==> config.mk <==
export PLATFORM = sky130hd
export DESIGN_NAME = matrix_code_enc
export DESIGN_NICKNAME = d
export VERILOG_FILES = /design/src/rtl/matrix_code_enc.sv
export SDC_FILE = /design/constraint.sdc
export NUM_CORES = 1
export LEC_CHECK = 0
export CORE_AREA = 3 3 112 114
export CTS_CLUSTER_DIAMETER = 30
export DETAILED_ROUTE_END_ITERATION = 8
export DIE_AREA = 0 0 115 117
export DONT_BUFFER_PORTS = 1
export PLACE_DENSITY = 0.64
export SLEW_MARGIN = 10
export SYNTH_ARGS = -nofsm -noshare
export SYNTH_HDL_FRONTEND = slang
export SYNTH_SLANG_ARGS = --single-unit
==> constraint.sdc <==
create_clock -name clk -period 2.1 [get_ports clk]
set_input_delay 0.105 -clock clk [delete_from_list [all_inputs] [get_ports clk]]
set_output_delay 0.105 -clock clk [all_outputs]
set_load 0.01 [all_outputs]
==> src/rtl/matrix_code_enc.sv <==
// -----------------------------------------------------------------------------
// matrix_code_enc
//   Streaming encoder for the light-ABFT 4x4 matrix code. Accepts a 4x4 matrix
//   of W-bit elements in row-major order, forwards every element, emits three
//   row-check words after each row and four column-parity words after the last
//   row. One block is 32 output words.
//
// Ports
//   clk        in   rising-edge clock
//   rst_n      in   asynchronous active-low reset
//   in_data    in   W   matrix element (p11, p12, ..., p44)
//   in_valid   in   1   in_data valid
//   in_ready   out  1   element accepted this cycle when in_valid is also high
//   out_data   out  W   data, row-check or column-parity word
//   out_tag    out  2   0 = data, 1 = row check, 2 = column parity
//   out_valid  out  1   out_data/out_tag/out_last valid
//   out_ready  in   1   sink accepts this cycle
//   out_last   out  1   final word of a block (column parity 4)
// -----------------------------------------------------------------------------
module matrix_code_enc #(
  parameter int W = 8
) (
  input  logic         clk,
  input  logic         rst_n,
  input  logic [W-1:0] in_data,
  input  logic         in_valid,
  output logic         in_ready,
  output logic [W-1:0] out_data,
  output logic [1:0]   out_tag,
  output logic         out_valid,
  input  logic         out_ready,
  output logic         out_last
);

  typedef enum logic [1:0] {
    S_DATA = 2'd0,
    S_ZCHK = 2'd1,
    S_COL  = 2'd2
  } state_t;

  localparam logic [1:0] TAG_DATA = 2'd0;
  localparam logic [1:0] TAG_ROW  = 2'd1;
  localparam logic [1:0] TAG_COL  = 2'd2;

  state_t       state_q, state_d;
  logic [1:0]   row_q, row_d;
  logic [1:0]   col_q, col_d;
  logic [1:0]   k_q, k_d;
  logic [W-1:0] slot_q    [4];
  logic [W-1:0] slot_d    [4];
  logic [W-1:0] col_par_q [4];
  logic [W-1:0] col_par_d [4];

  logic [W-1:0] out_data_d;
  logic [1:0]   out_tag_d;
  logic         out_valid_d;
  logic         out_last_d;

  logic         free;
  logic         accept;
  logic [W-1:0] zword;

  // The output register may load when it is empty or being drained this cycle.
  assign free   = !out_valid || out_ready;
  // Gating with rst_n keeps in_ready low for the whole reset window, not just
  // until the first edge.
  assign in_ready = rst_n && (state_q == S_DATA) && free;
  assign accept   = in_valid && in_ready;

  // Row checks for slots a,b,c,d: z1 = a^b^c, z2 = a^b^d, z3 = a^c^d.
  always_comb begin
    unique case (k_q)
      2'd0:    zword = slot_q[0] ^ slot_q[1] ^ slot_q[2];
      2'd1:    zword = slot_q[0] ^ slot_q[1] ^ slot_q[3];
      default: zword = slot_q[0] ^ slot_q[2] ^ slot_q[3];
    endcase
  end

  always_comb begin
    // NOTE: every variable gets its hold value first so no path through the
    // case leaves it unassigned, which would infer a latch.
    state_d     = state_q;
    row_d       = row_q;
    col_d       = col_q;
    k_d         = k_q;
    slot_d      = slot_q;
    col_par_d   = col_par_q;
    out_data_d  = out_data;
    out_tag_d   = out_tag;
    out_last_d  = out_last;
    // A word taken by the sink empties the register unless something reloads it.
    out_valid_d = out_valid && !out_ready;

    unique case (state_q)
      S_DATA: begin
        if (accept) begin
          out_data_d        = in_data;
          out_tag_d         = TAG_DATA;
          out_last_d        = 1'b0;
          out_valid_d       = 1'b1;
          slot_d[col_q]     = in_data;
          col_par_d[col_q]  = col_par_q[col_q] ^ in_data;
          col_d             = col_q + 2'd1;
          if (col_q == 2'd3) begin
            state_d = S_ZCHK;
            k_d     = 2'd0;
          end
        end
      end

      S_ZCHK: begin
        if (free) begin
          out_data_d  = zword;
          out_tag_d   = TAG_ROW;
          out_last_d  = 1'b0;
          out_valid_d = 1'b1;
          k_d         = k_q + 2'd1;
          if (k_q == 2'd2) begin
            k_d = 2'd0;
            if (row_q == 2'd3) begin
              state_d = S_COL;
            end else begin
              row_d   = row_q + 2'd1;
              col_d   = 2'd0;
              state_d = S_DATA;
            end
          end
        end
      end

      S_COL: begin
        if (free) begin
          out_data_d  = col_par_q[k_q];
          out_tag_d   = TAG_COL;
          out_last_d  = (k_q == 2'd3);
          out_valid_d = 1'b1;
          k_d         = k_q + 2'd1;
          if (k_q == 2'd3) begin
            // Block complete: the next element starts a fresh matrix.
            for (int i = 0; i < 4; i++) col_par_d[i] = '0;
            row_d   = 2'd0;
            col_d   = 2'd0;
            k_d     = 2'd0;
            state_d = S_DATA;
          end
        end
      end

      default: state_d = S_DATA;
    endcase
  end

  always_ff @(posedge clk or negedge rst_n) begin
    if (!rst_n) begin
      state_q   <= S_DATA;
      row_q     <= 2'd0;
      col_q     <= 2'd0;
      k_q       <= 2'd0;
      out_data  <= '0;
      out_tag   <= TAG_DATA;
      out_valid <= 1'b0;
      out_last  <= 1'b0;
      // NOTE: the parity accumulators are reset because a reset mid-block must
      // discard the partial block; a stale parity would corrupt the next one.
      for (int i = 0; i < 4; i++) begin
        slot_q[i]    <= '0;
        col_par_q[i] <= '0;
      end
    end else begin
      // NOTE: non-blocking assignments so every register samples the values
      // computed from the previous state, independent of statement order.
      state_q   <= state_d;
      row_q     <= row_d;
      col_q     <= col_d;
      k_q       <= k_d;
      out_data  <= out_data_d;
      out_tag   <= out_tag_d;
      out_valid <= out_valid_d;
      out_last  <= out_last_d;
      for (int i = 0; i < 4; i++) begin
        slot_q[i]    <= slot_d[i];
        col_par_q[i] <= col_par_d[i];
      end
    end
  end

endmodule
Word-level counts from Yosys, hierarchy flattened
Cells that the tools add are included.
{"block": "word_totals", "reg_bits": 84, "out_inout_bits": 13, "wordCells": 119}
{"block": "classes", "n_addsub": 3, "n_lt_le_gt_ge": 3, "n_eq_ne": 14, "n_mux": 54, "bitwise": 8, "n_reduce_logical": 21}
{"op": "32-bit two-way mux", "n": 3}
{"op": "32-bit bitwise mux", "n": 2}
{"op": "8-bit two-way mux", "n": 8}
{"op": "32-bit case mux with 2 select lines", "n": 1}
{"op": "8-bit XOR", "n": 6}
{"op": "2-bit two-way mux", "n": 23}
{"op": "8-bit binary-select mux with 2-bit select", "n": 2}
{"op": "2-bit case mux with 3 select lines", "n": 4}
{"op": "8-bit case mux with 3 select lines", "n": 1}
{"op": "8-bit demux with 2-bit select", "n": 1}
{"op": "8-bit case mux with 2 select lines", "n": 1}
{"op": "2-bit inequality test (second input constant)", "n": 6}
{"op": "6-bit AND reduction", "n": 2}
{"op": "2-bit equality test (second input constant)", "n": 5}
{"op": "4-bit AND reduction", "n": 2}
{"op": "7-bit AND reduction", "n": 1}
{"op": "2-bit by 1-bit adder with 2-bit output (second input constant)", "n": 3}
{"op": "3-bit >= comparator (second input constant)", "n": 2}
{"op": "2-bit inverter with 3-bit output", "n": 2}
{"op": "1-bit logical AND", "n": 5}
{"op": "1-bit two-way mux", "n": 5}
{"op": "5-bit AND reduction", "n": 1}
{"op": "2-bit by 1-bit equality test with 1-bit output (second input constant)", "n": 2}
{"op": "2-bit logical NOT", "n": 2}
{"op": "11 further kinds", "n": 13}

Longest topological paths before layout
Gate-level depths: netlist of the first run.
{"block": "logic_depth", "ltp_word": 8, "mapped_depth": 8, "ltp_nobuf": 6}

Worst setup path after synthesis of the first run
OpenSTA, ideal clock, no wires.
{"block": "synth_path", "path_type": "reg-to-reg", "startpoint": "reg k_q[1]", "endpoint": "reg out_data[1]", "arrival_time_ns": 1.992, "slack_ns": 0.012, "stages_incl_launch_ff": 9, "n_path_buf": 2, "cell_sequence": "dfrtp_1 -> clkbuf_1 -> inv_1 -> ha_1 -> or3b_2 -> clkbuf_1 -> nor2_1 -> a211oi_1 -> o31ai_1"}
{"block": "synth_via", "elab_chain_cells": 6, "word_cells_on_any_way": 10}
{"item": "start, declared", "line_no": "48", "rtl": "logic [1:0] k_q, k_d;"}
{"item": "start signal, assigned", "line_no": "175", "rtl": "k_q <= k_d;"}
{"item": "2-bit inverter with 3-bit output (not written as such)", "line_no": "133", "rtl": "out_data_d = col_par_q[k_q];"}
{"item": "8-bit binary-select mux with 2-bit select", "line_no": "133"}
{"item": "8-bit two-way mux (not written as such) (2 in a row)", "line_no": "133"}
{"item": "8-bit two-way mux", "line_no": "132", "rtl": "if (free) begin"}
{"item": "8-bit case mux with 3 select lines *", "line_no": "94", "rtl": "unique case (state_q)"}
{"item": "end signal, assigned", "line_no": "176", "rtl": "out_data <= out_data_d;"}
{"item": "end, declared", "line_no": "28", "rtl": "output logic [W-1:0] out_data,"}
Mark *: on every way between the ends. The rest lies on a longest branch, timed or not. The select of a mux whose other input is x is not followed.
A chain may end at the register's enable or synchronous reset.

Final worst setup path of the first run
{"block": "layout_path", "startpoint": "reg state_q[0]", "endpoint": "reg col_par_q[8] in the netlist's numbering"}
{"block": "layout_via", "elab_chain_cells": 6, "word_cells_on_any_way": 11}
{"item": "start, declared", "line_no": "45", "rtl": "state_t state_q, state_d;"}
{"item": "start signal, assigned", "line_no": "172", "rtl": "state_q <= state_d;"}
{"item": "2-bit logical NOT", "line_no": "67, 94"}
{"item": "1-bit logical AND (2 in a row)", "line_no": "67", "rtl": "assign in_ready = rst_n && (state_q == S_DATA) && free;"}
{"item": "1-bit logical AND", "line_no": "68", "rtl": "assign accept = in_valid && in_ready;"}
{"item": "2-bit inequality test (no source line)"}
{"item": "4-bit AND reduction (no source line)"}
{"item": "end signal, assigned by index", "line_no": "182", "rtl": "col_par_q[i] <= col_par_d[i];"}
{"item": "end, declared", "line_no": "51", "rtl": "logic [W-1:0] col_par_q [4];"}
Several ways; a longest one is shown, not always the timed one.

==> results of run 1 <==
[kinds of logic (layout without fill, tap and decap cells)]
logic type | count (synthesis) | in the layout | share of synthesized area (%)
adders and majority gates | 15 | 15 | 4.03
and+or+nand+nor | 56 | 56 | 5.99
DFF | 84 | 84 | 45.1
xor gates and xnor gates | 32 | 32 | 8.97
AOI/OAI and AO/OA | 112 | 113 | 14.0
buffers and inverters | 32 | 60 | 2.79
muxes | 64 | 64 | 19.1
[synthesized netlist by cell type (2+ instances only)]
cell	instances	area, um^2
nor2b_1	4	25.0
buf_2	8	40.0
a21o_1	7	52.6
xor2_1	7	61.3
mux2_2	37	417
o31ai_1	8	60.1
o21ai_1	32	160
clkbuf_1	15	56.3
a21oi_1	3	15.0
xnor3_1	10	225
ha_1	15	188
nand2b_1	3	18.8
nand3_1	2	10.0
or3b_2	2	17.5
inv_1	7	26.3
and2_1	3	18.8
or3b_1	4	35.0
dfrtp_1	84	2100
xnor2_1	15	131
nor2_1	25	93.8
a211oi_1	7	52.6
o21ai_0	45	225
mux2i_1	10	100
nand2_1	9	33.8
mux4_2	16	360
[layer usage]
layer,vias to the layer above,wire length (um),GRT usage (%),share of wire [%]
li1,1496,-,-,-
met1,1702,5540,25.1,48
met2,70,5390,27.6,47
met3,14,415,3.65,3.6
met4,0,157,5.16,1.4
met5,-,0,0,0
[sequential cells by signal, indices dropped and copies added (netlist names)]
register   flops
col_par_q     32
out_valid      1
out_tag        2
k_q            2
state_q        2
row_q          2
col_q          2
out_data       8
out_last       1
slot_q        32
[worst min path at each step]
stage	startpoint	endpoint	slack, ns	cells after the start
after global placement	rst_n	out_valid	-0.19	0
final	in_data[1]	out_data[1]	0.008	2
after detailed placement	rst_n	col_q[1]	-0.19	0
after CTS	in_data[1]	out_data[1]	0.003	2
after global routing	in_data[1]	out_data[1]	0.03	2
after floorplan	rst_n	col_par_q[0]	-0.19	0
[worst max-delay path: stages (launching register included)]
cell	delay (ns)
dfrtp_1	0.38
inv_1	0.11
ha_4	0.19
nor2b_2	0.18
a2111o_1	0.49
or3b_4	0.50
o21ai_1	0.16
[area by class of cell]
| type | instances | area (um^2) | share of cell area (%) |
|---|---|---|---|
| clock buffers | 11 | 253 | 4.59 |
| flip-flops and latches | 84 | 2100 | 38.2 |
| multi-input cells | 280 | 2490 | 45.3 |
| well taps | 143 | 179 | 3.25 |
| inverters | 8 | 33.8 | 0.613 |
| repair buffers | 36 | 363 | 6.59 |
| clock inverters | 5 | 83.8 | 1.52 |
[stage by stage]
stage / worst slack [ns] / instance area (um^2) / power, mW / TNS [ns]
global placement: 0.00303 / 4970 / 7.05 / 0
global route: -0.0573 / 5510 / 9.78 / -0.228
detailed placement: -0.0718 / 4970 / 7.17 / -1.42
floorplan: 0.0122 / 4660 / 6.03 / 0
finish: 0.000571 / 5510 / 9.18 / 0
CTS: -0.0772 / 5430 / 9.05 / -1.02
[report_power, final]
part	switching, mW	internal, mW	leakage (nW)	total (mW)
sequential	0.629	2.34	1.06	2.97
combinational	2.12	2.31	1.17	4.43
clock	0.673	1.11	0.158	1.78
[timing repair]
item | CTS | global route
pin swaps | 0 | 5
endpoints found under the setup margin | 32 | 44
gates cloned | 0 | 1
hold buffers | 10 | 0
resized for setup | 2 | 16
hold endpoints to repair | 123 | 0
buffers inserted | 0 | 1
==> results by group, run 1 <==
Status
  • Run status: completed

Logic synthesis
  • Cell Area, Synth: between 4000 and 5000 um^2
  • Flip-flop and latch count after synthesis: 84
  • Count of synthesis-stage warnings from yosys: 0
  • Sequential element share of the synthesized area: 45.1%
  • Net count after synthesis: 422
  • Most used DFF post-synth: dfrtp_1
  • Number of synthesized flops with an enable pin: 0
  • Share of flip-flops with an asynchronous set or reset: 100%
  • Synth Instances: 395
  • Synthesized area divided by synthesized cell count: about 12 um^2
  • Distinct cells, synth: 42

Worst setup path
  • Setup slack of the most critical reg-to-reg path: 0.0006 ns
  • Worst reg2reg endpoint: col_par_q[8]
  • Critical Path AT: 2.37 ns
  • Depth of the worst register-to-register path: 6
  • Data required time of the critical path: approximately 2.4 ns
  • Startpoint of the worst-slack reg-to-reg timing path: state_q[0]
  • Termination of the worst setup path: col_par_q[8]
  • Largest fanout on the critical path: 8
  • Critical path startpoint category: flip-flop
  • Critical path start-end classification: flip-flop to flip-flop
  • Worst Setup End Kind: flip-flop
  • Setup crit start: state_q[0]

Detailed routing
  • Avg Vias per Cell: ~5.8
  • Routed len/inst: about 20 um
  • Antenna Violating Nets Remaining: 0
  • Pre-antenna DRT Iters: 4
  • Iteration-0 DRC Markers: 269
  • Post-route DRC: 0
  • Vias after detailed routing: 3,282
  • Total wire length after detailed routing: 11,500 um

Clock network
  • Deepest level of the CTS H-tree: 3
  • Num CTS Buffers: 9
  • Clock-pin slew on the worst setup and hold paths: 0.07 ns
  • Max clock buf depth: 2
  • Clock insertion delay at the later pin of the skew report: about 0.34 ns
  • Master cell of the clock root buffer: clkbuf_16
  • TritonCTS clock tree: done
  • Number of sinks on the clock net: 84

STA
  • Worst hold slack across all endpoints: 0.00829 ns
  • Fin. Hold Viols: 0
  • Fmax: 476 MHz
  • Fin crit period: 2.10 ns
  • Worst clock skew: between 0.006 and 0.007 ns
  • Max-slew violation total from the final report: 0
  • RSZ-0062 raised after global routing: yes
  • Max-slew headroom: 63.4%
  • Final count of negative-setup-slack endpoints: 0
  • Worst slew pin tran: 0.546 ns
  • Share of the clock period used by the worst path: roughly 100%

Final layout
  • Final design utilization: 47.8%
  • Most common cell after layout, fill and taps aside: dfrtp_1
  • Nets: 446
  • Proportion of layout cells with a drive suffix above 1: 27.1%
  • Number of inserted filler cells in the final layout: between 1,000 and 1,500
  • Commonest non-fill, non-tap cells in the layout: 84 x dfrtp_1, 45 x o21ai_0, 37 x mux2_2
  • Layout Area Growth over Synthesis: 18.3%
  • Number of antenna cells inserted: 0
  • Non-Filler Instances: 567

Floorplanning
  • Number of top-level pins: 25
  • Floorplan row count: 39
  • Starting Density: 40.4%
  • Total Die Area: 13,500 um^2
  • Core footprint: roughly 12,000 um^2
  • Vertical die dimension: 117 um
  • Die Width: 115 um

Place
  • Port Buffers: 0
  • Placer's final routability congestion estimate: a little over 0.8
  • # placed instances: roughly 540
  • DP Wirelength: 7660 um

Global route
  • Pin count of the biggest net entering global routing: 85
  • Total routing usage reported by global routing: 17.7%
  • Overall overflow remaining after global route: 0
  • Wire length of the first global-routing pass: 18,200 um
  • Via count of the first global-routing pass: around 3,300
  • Antenna violations before repair: 0

Flow run
  • Total of max-cap violations: 0

Pwr
  • Largest voltage drop on the vdd net: 0.000528 V
  • Leak: 2.39 nW
  • Power per unit of standard cell area: 1670 nW/um^2

Min path
  • HP Class: input pin to flip-flop
No activity file was read; power rests on OpenSTA's default activity.
==> run 2: changes to the inputs <==
--- a/config.mk
+++ b/config.mk
@@ -8,2 +8,3 @@
 export CORE_AREA = 3 3 112 114
+export CTS_BUF_LIST = sky130_fd_sc_hd__clkbuf_4
 export CTS_CLUSTER_DIAMETER = 30
==> constraint.sdc (replaced) <==
create_clock -name clk -period 2.1 [get_ports clk]
set_input_delay 0.315 -clock clk [delete_from_list [all_inputs] [get_ports clk]]
set_output_delay 0.315 -clock clk [all_outputs]
set_load 0.01 [all_outputs]
==> run 2 against run 1 <==
Total power fell by 8.6%. Via count fell by 1.1%. Register-to-register slack improved by 0.05 ns. Sequential share of layout area rose by 1.5 points. Highest routed layer unchanged. Global-route usage fell by 0.31 points. Non-clock buffer count rose by 2. Largest power group unchanged. The flow now finishes with violations (hold timing). Die area did not move. Count of clock-buffer cells in the layout fell by 2. Sequential power barely moved. Design area fell by 3.8%. Clock skew rose by 0.0058 ns. Core utilization fell by 1.8 points.
==> results by group, run 2 (same netlist as run 1, synthesis figures left out) <==
Status
  • Run status: finished, violations left (was completed)
  • Failing checks: hold timing

Detailed routing
  • Iteration-0 DRC Markers: 225 (was 269)
  • Routed len/inst: 19.7 um (was 20.3 um)
  • Avg Vias per Cell: 5.71 (was 5.79)
  • Total wire length after detailed routing: 11,200 um (was 11,500 um)
  • Pre-antenna DRT Iters: 5 (was 4)
  • Antenna Violating Nets Remaining: 0 (unchanged)
  • Post-route DRC: 0 (unchanged)
  • Vias after detailed routing: 3,245 (was 3,282)

Worst setup path
  • Critical path start-end classification: flip-flop to flip-flop (unchanged)
  • Critical Path AT: 2.43 ns (was 2.37 ns)
  • Crit-path cells: buf_4 > ha_2 > nor2b_1 > a2111o_1 > or3b_4 > o21ai_1 (was inv_1 > ha_4 > nor2b_2 > a2111o_1 > or3b_4 > o21ai_1)
  • Largest stage delay, worst path: 0.46 ns (was 0.50 ns)
  • Depth of the worst register-to-register path: 6 (unchanged)
  • Worst Setup End Kind: flip-flop (unchanged)
  • Data required time of the critical path: 2.47 ns (was 2.37 ns)
  • Max stage delay cell, worst path: or3b_4 (unchanged)
  • Critical path startpoint category: flip-flop (unchanged)
  • Largest fanout on the critical path: 8 (unchanged)

Floorplanning
  • Total Die Area: 13,500 um^2 (unchanged)
  • Vertical die dimension: 117 um (unchanged)
  • Die Width: 115 um (unchanged)
  • Number of top-level pins: 25 (unchanged)
  • Core footprint: 11,500 um^2 (unchanged)
  • Floorplan row count: 39 (unchanged)
  • Starting Density: 40.4% (unchanged)

Final layout
  • Nets: 447 (was 446)
  • Final design utilization: 46.0% (was 47.8%)
  • Largest registers ranked by flip-flop count: col_par_q (32), slot_q (32), out_data (8) (unchanged)
  • Number of antenna cells inserted: 0 (unchanged)
  • Number of inserted filler cells in the final layout: 1,053 (was 1,029)
  • Proportion of layout cells with a drive suffix above 1: 24.9% (was 27.1%)
  • Layout Area Growth over Synthesis: 13.7% (was 18.3%)
  • Most common cell after layout, fill and taps aside: dfrtp_1 (unchanged)
  • Sequential cell area: 2100 um^2 (unchanged)
  • Commonest non-fill, non-tap cells in the layout: 84 x dfrtp_1, 47 x o21ai_1, 37 x mux2_2 (was 84 x dfrtp_1, 45 x o21ai_0, 37 x mux2_2)
  • Area taken by multi-input logic gates: 2460 um^2 (was 2490 um^2)
  • Final non-filler cell area: 5300 um^2 (was 5510 um^2)

Global route
  • Met2 Usage GRT: 27.5% (was 27.6%)
  • Via count of the first global-routing pass: 3,259 (was 3,296)
  • M1 GR Usage: 24.9% (was 25.1%)
  • Overall overflow remaining after global route: 0 (unchanged)
  • Met3 global-route usage: 2.47% (was 3.65%)
  • Busiest layer in global routing: met2 (unchanged)
  • Total routing usage reported by global routing: 17.4% (was 17.7%)
  • Antenna violations before repair: 0 (unchanged)
  • Pin count of the biggest net entering global routing: 87 (was 85)
  • Wire length of the first global-routing pass: 18,000 um (was 18,200 um)

Clock network
  • Clock insertion delay at the later pin of the skew report: 0.44 ns (was 0.34 ns)
  • TritonCTS clock tree: done (unchanged)
  • Number of sinks on the clock net: 84 (unchanged)
  • Clock-pin slew on the worst setup and hold paths: 0.14 ns (was 0.07 ns)
  • Deepest level of the CTS H-tree: 3 (unchanged)
  • Master cell of the clock root buffer: clkbuf_4 (was clkbuf_16)
  • Max clock buf depth: 2 (unchanged)
  • Num CTS Buffers: 9 (unchanged)

Pwr
  • Combinational cell fraction of total power: 52.1% (was 48.3%)
  • Power per unit of standard cell area: 1580 nW/um^2 (was 1670 nW/um^2)
  • Switching power total: 3.26 mW (was 3.42 mW)
  • Switching share of power: 38.9% (was 37.3%)
  • Leak: 2.31 nW (was 2.39 nW)
  • Portion of total power attributed to the clock network: 12.7% (was 19.4%)
  • Sequential fraction of design power: 35.2% (was 32.3%)
  • Cell internal power dissipation: 5.13 mW (was 5.76 mW)
  • Largest voltage drop on the vdd net: 0.000397 V (was 0.000528 V)

Min path
  • HP Class: input pin to asynchronous set/reset pin (was input pin to flip-flop)

STA
  • Fin. Hold Viols: 84 (was 0)
  • Worst slew pin tran: 0.544 ns (was 0.546 ns)
  • Worst clock skew: 0.0124 ns (was 0.00659 ns)
  • Final count of negative-setup-slack endpoints: 0 (unchanged)
  • Worst hold slack across all endpoints: -0.448 ns (was 0.00829 ns)
  • Fin crit period: 2.05 ns (was 2.10 ns)
  • Fmax: 487 MHz (was 476 MHz)
  • Max-slew violation total from the final report: 0 (unchanged)
  • Share of the clock period used by the worst path: 97.8% (was 100%)
  • Max-slew headroom: 63.6% (was 63.4%)

Place
  • Placer's final routability congestion estimate: 0.806 (unchanged)
  • Dpl cell area: 4970 um^2 (unchanged)
  • Port Buffers: 0 (unchanged)
  • DP Wirelength: 7660 um (unchanged)

Flow run
  • Total of max-cap violations: 0 (unchanged)
run 2: cell count changes in the layout (fill, tap and decap cells not counted), sizes merged:
cell	change
a2111o	-1
buf	+1
clkbuf	-2
clkinv	+3
clkinvlp	-1
dlygate4sd3	+1
run 2: metrics by stage:
step                      instances  power [mW]  hold slack [ns]  TNS (ns)  worst slack (ns)
after global routing            568        8.98           -0.478    -0.222           -0.0181
after CTS                       563        8.30           -0.468         0            0.0151
after detailed placement        539        7.17           0.0247     -1.42           -0.0718
after global placement          539        7.05           0.0250         0           0.00303
after floorplan                 395        6.03           0.0194         0            0.0122
final                           568        8.39           -0.448         0            0.0459
run 2: power by group through the flow:
stage               sequential, mW  clock (mW)  combinational (mW)
floorplan                     2.80           0                3.23
global placement              2.95           0                4.10
detailed placement            2.99           0                4.18
CTS                           2.95        1.08                4.27
global route                  3.04        1.17                4.77
finish                        2.96        1.07                4.37
run 2: final timing paths:
path | slack, ns | from | to
max in group asynchronous | 2.42 | rst_n | slot_q[30]
worst min register to register | 0.54 | col_par_q[11] | col_par_q[11]
worst max-delay path | 0.05 | state_q[1] | col_par_q[4]
min in group clk | 0.02 | in_data[1] | slot_q[1]
worst max register to register | 0.05 | state_q[1] | col_par_q[4]
worst min-delay path | -0.45 | rst_n | col_par_q[31]
run 2: final cells by class:
cell class / instances / share of cell area [%]
timing repair buffer: 38 / 6.95
tap: 143 / 3.38
sequential: 84 / 39.7
clock buffer: 9 / 1.28
inverter: 8 / 0.567
clock inverter: 7 / 1.72
multi-input combinational: 279 / 46.4
run 2: layer usage:
| layer | wire (um) | part of all wire [%] |
|---|---|---|
| met2 | 5180 | 46 |
| met4 | 137 | 1.2 |
| met1 | 5380 | 48 |
| met5 | 0 | 0 |
| met3 | 491 | 4.4 |
run 2: worst max-delay path, delay by kind of cell, from the launching register on:
kind                       cells  cell delay (ns)
buffers and inverters          1             0.15
adders and majority gates      1             0.19
AOI/OAI and AO/OA              2             0.58
and+or+nand+nor                2             0.63
DFF                            1             0.44
run 2: repair_timing:
action,CTS,global route
setup endpoints to repair,32,34
gates resized for setup,5,22
buffers inserted,2,1
endpoints found under the hold margin,99,89
hold buffers,6,4
pin swaps,1,4
